[config.mk]
export PLATFORM = sky130hd
export DESIGN_NAME = mix_resp_misr
export DESIGN_NICKNAME = d
export VERILOG_FILES = /design/src/rtl/mix_resp_misr.sv
export SDC_FILE = /design/constraint.sdc
export NUM_CORES = 1
export LEC_CHECK = 0
export CAP_MARGIN = 0
export CORE_AREA = 5 5 61 63
export CTS_CLUSTER_SIZE = 10
export DETAILED_ROUTE_END_ITERATION = 10
export DIE_AREA = 0 0 66 68
export PLACE_DENSITY = 0.77
export SLEW_MARGIN = 5
export SYNTH_ARGS = -nofsm -noshare
export SYNTH_HDL_FRONTEND = slang
export SYNTH_SLANG_ARGS = --single-unit
[constraint.sdc]
create_clock -name clk -period 1.75 [get_ports clk]
set_input_delay 0.35 -clock clk [delete_from_list [all_inputs] [get_ports clk]]
set_output_delay 0.35 -clock clk [all_outputs]
set_load 0.02 [all_outputs]
[src/rtl/mix_resp_misr.sv]
// Response compactor: folds a programmed number of accepted response patterns
// into a Galois-style MISR and holds the final signature until the next start.
module mix_resp_misr #(
  parameter int unsigned       WIDTH        = 18,
  parameter int unsigned       NUM_PATTERNS = 16,
  parameter logic [WIDTH-1:0]  POLY         = 18'h00081,
  parameter logic [WIDTH-1:0]  SEED         = 18'h00000,
  localparam int unsigned      CW           = $clog2(NUM_PATTERNS + 1)
) (
  input  logic             clk,
  input  logic             rst,
  input  logic             start,
  input  logic [WIDTH-1:0] resp,
  input  logic             resp_valid,
  output logic             resp_ready,
  output logic             busy,
  output logic             done,
  output logic [WIDTH-1:0] signature,
  output logic [CW-1:0]    count
);

  typedef enum logic [1:0] {
    S_IDLE = 2'd0,
    S_RUN  = 2'd1,
    S_DONE = 2'd2
  } state_t;

  state_t           r_state;
  state_t           w_state_next;
  logic [WIDTH-1:0] r_sig;
  logic [WIDTH-1:0] w_sig_next;
  logic [CW-1:0]    r_count;
  logic [CW-1:0]    w_count_next;

  logic             w_accept;
  logic             w_last;
  logic [WIDTH-1:0] w_fold;

  assign w_accept = (r_state == S_RUN) && resp_valid;
  assign w_last   = (r_count == CW'(NUM_PATTERNS - 1));

  // Shift left, fold the outgoing MSB back through the tap mask, then mix in the pattern.
  assign w_fold = {r_sig[WIDTH-2:0], 1'b0} ^ (r_sig[WIDTH-1] ? POLY : '0) ^ resp;

  always_comb begin
    w_state_next = r_state;
    w_sig_next   = r_sig;
    w_count_next = r_count;
    case (r_state)
      S_IDLE, S_DONE: begin
        if (start) begin
          w_state_next = S_RUN;
          w_sig_next   = SEED;
          w_count_next = '0;
        end
      end
      S_RUN: begin
        if (w_accept) begin
          w_sig_next   = w_fold;
          w_count_next = r_count + CW'(1);
          if (w_last) begin
            w_state_next = S_DONE;
          end
        end
      end
      default: begin
        w_state_next = S_IDLE;
      end
    endcase
  end

  always_ff @(posedge clk) begin
    if (rst) begin
      r_state <= S_IDLE;
      r_sig   <= SEED;
      r_count <= '0;
    end else begin
      r_state <= w_state_next;
      r_sig   <= w_sig_next;
      r_count <= w_count_next;
    end
  end

  // Handshake and status are pure decodes of the registered state.
  assign resp_ready = (r_state == S_RUN);
  assign busy       = (r_state == S_RUN);
  assign done       = (r_state == S_DONE);
  assign signature  = r_sig;
  assign count      = r_count;

endmodule

==> impl_metrics.yaml <==
drt:
  routed_via_density: 5.120
  drc: 0
  vias: 1234
  ant_nets: 0
  drt-initial-drc-count: 55
  first_pass_iters: 4
  post_drt_wl_per_cell_um: 14.57
  drt_wl_total_um: 3512
worst_setup_path:
  cp_max_fo: 3
  crit_type: "flop to output port"
  worst_setup_path_start_kind: "flop"
  slowest_delay_ns: 0.62
  critPathArrivalTime_ns: 1.36
  critPathTopFamily: "buffers and inverters"
  cp_slowest_cell: "clkdlybuf4s50_1"
  path_cells: "clkdlybuf4s50_1"
  critical_path_buf_inv_count: 1
  cp.required_ns: 1.40
  worstSetupEndpointType: "output port"
placed_design:
  portBuffers: 47
  dpl_cell_area_um2: 1846
  gp_congestion: 0.7448
  dpl.hpwl_um: 2539
sta:
  maxSlewViolCount: 0
  tightestPinTransition_ns: 0.2743
  setup_viol_count_final: 0
  skew_ns: 0.003895
  hold_viol: 0
  clock.fmax_ghz: 0.5854
  period_share_pct: 97.62
  period_needed_ns: 1.708
  relSlewSlack_pct: 81.72
yosys:
  ys_types: 24
  syn_inst: 146
  synth_nets: 170
  synth_xor_area_share_pct: 13.32
  avgSynthCellArea_um2: 8.878
  synth_fa_ha_area_share_pct: 1.931
  synth_mux_area_share_pct: 0
  ys_ff_latch: 25
  synth_warnings: 0
  synth_top_family_by_area: "simple AND/OR/NAND/NOR gates"
  ys_seq_area_share_pct: 38.61
  netlist_area_um2: 1296
  synth_compound_area_share_pct: 11.10
  yosys.area_share.simple_pct: 27.70
cells_and_area:
  fin_util_pct: 59.82
  syn2layout_area_growth_pct: 46.72
  n_fill_cell: 288
  fin_nets: 220
  final_cell_mix: "clkdlybuf4s50_1, dfxtp_1, a21oi_1"
  layout.cells.most_common: "clkdlybuf4s50_1"
  fin_area_um2: 1902
  drive_gt1_share_pct: 9.744
  num_antenna_cells: 0
clocking:
  cts_tree: "done"
  cts_setup_buffers: 0
  cts_max_level: 1
  path_clk_slew_ns: 0.15
  cts.sinks: 25
  cts-root-buf: "clkbuf_4"
  cts_made_buffers: 3
  clk_latency_ns: 0.33
  clk_path_buf_depth: 2
die:
  initial_utilization_pct: 40.77
  die-height_um: 68
  coreArea_um2: 3179
  num_rows: 21
  die_w_um: 66
  io_pins: 48
  dieArea_um2: 4488
grt:
  grt_max_degree: 26
  grt_pass1_wl_um: 5637
  antenna_found_initial: 0
  grt_pass1_vias: 1258
  grt_use_met1_pct: 18.01
  grt_overflow_total: 0
  grt_use_met2_pct: 29.29
  grt_use_met3_pct: 3.777
  grt_use_total_pct: 16.00
  grt.busiest_layer: "met2"
pwr:
  vdd_drop_max_mv: 0.3777
  p_leak_nw: 0.9653
  power-per-cell-area_nw_per_um2: 596.7
outcome:
  outcome: "complete, no violations"
worst_hold_path:
  hold_path_class: "flop to flop"
flow_run:
  max_cap_violations: 0
path summary, 6_finish.rpt:
check	slack [ns]	cells after the start	to	startpoint
hold reg to reg	0.50	2	signature[1]	signature[1]
hold / removal	0.50	2	signature[1]	signature[1]
setup reg to reg	0.21	6	count[4]	count[0]
setup / recovery	0.04	1	signature[14]	signature[14]
area by class of cell:
class / count / area [um^2] / share of cell area [%]
Clock inverter: 1 / 7.507 / 0.3947
Timing Repair Buffer: 61 / 601.8 / 31.64
Sequential cell: 25 / 500.5 / 26.32
Multi-Input combinational cell: 102 / 700.7 / 36.84
Clock buffer: 3 / 22.52 / 1.184
Tap cell: 46 / 57.56 / 3.026
Inverter: 3 / 11.26 / 0.5921
stage by stage:
| stage | setup TNS (ns) | total power [mW] | cells | setup WS (ns) | hold slack [ns] |
|---|---|---|---|---|---|
| 6_report | 0 | 1.135 | 241 | 0.04169 | 0.5028 |
| 5_1_grt | -0.007826 | 1.187 | 241 | -0.005570 | 0.5250 |
| 4_1_cts | 0 | 1.145 | 241 | 0.004806 | 0.5095 |
| 3_5_place_dp | 0 | 0.8694 | 237 | 0.05609 | 0.4859 |
| 3_3_place_gp | 0 | 0.8643 | 237 | 0.1343 | 0.4772 |
| 2_1_floorplan | 0 | 0.7474 | 146 | 0.2537 | 0.5258 |
cells by family (layout without fill, tap and decap cells):
kind of cell,after synthesis,in the layout
adder cells (fa/ha/maj),2,2
flip-flops,25,25
AND/OR/NAND/NOR,55,55
AO/OA/AOI/OAI,27,27
XOR/XNOR,18,18
buffers and inverters,19,68
flip-flops by register name, summed over array words and instances, names as in the netlist:
name       flops
count          5
r_state        2
signature     18
synth_stat cells:
library cell,count,share of area (%)
dfxtp_1,25,39
a21oi_1,23,8.9
nand3_1,22,8.5
xor2_1,17,11
nand4b_1,15,10
clkbuf_1,7,2.0
nand2_1,6,1.7
buf_4,5,2.9
buf_2,4,1.5
inv_1,3,0.87
a31oi_1,2,0.97
ha_1,2,1.9
nand2b_1,2,0.97
nor2_1,2,0.58
nor4bb_1,2,1.5
a32oi_1,1,0.68
and2b_1,1,0.58
and3_1,1,0.48
and3b_1,1,0.68
nand3b_4,1,1.5
nor2b_1,1,0.48
o211ai_1,1,0.58
or3_1,1,0.48
xor3_1,1,1.8
routing by layer:
layer  part of all wire (%)  vias up
li1                       -      614
met1                     42      569
met2                     51       45
met3                    5.6        6
met4                    1.4        0
met5                      0        -
where the power goes:
| part | internal (mW) | switching (mW) |
|---|---|---|
| Clock | 0.0877 | 0.194 |
| Combinational | 0.125 | 0.123 |
| Sequential | 0.588 | 0.0165 |
repair_timing:
action / 4_1_cts / 5_1_grt
gates resized for setup: 5 / 13
hold endpoints to repair: 0 / 0
setup endpoints to repair: 5 / 13
hold buffers: 0 / 0
No activity file was read; power rests on OpenSTA's default activity.
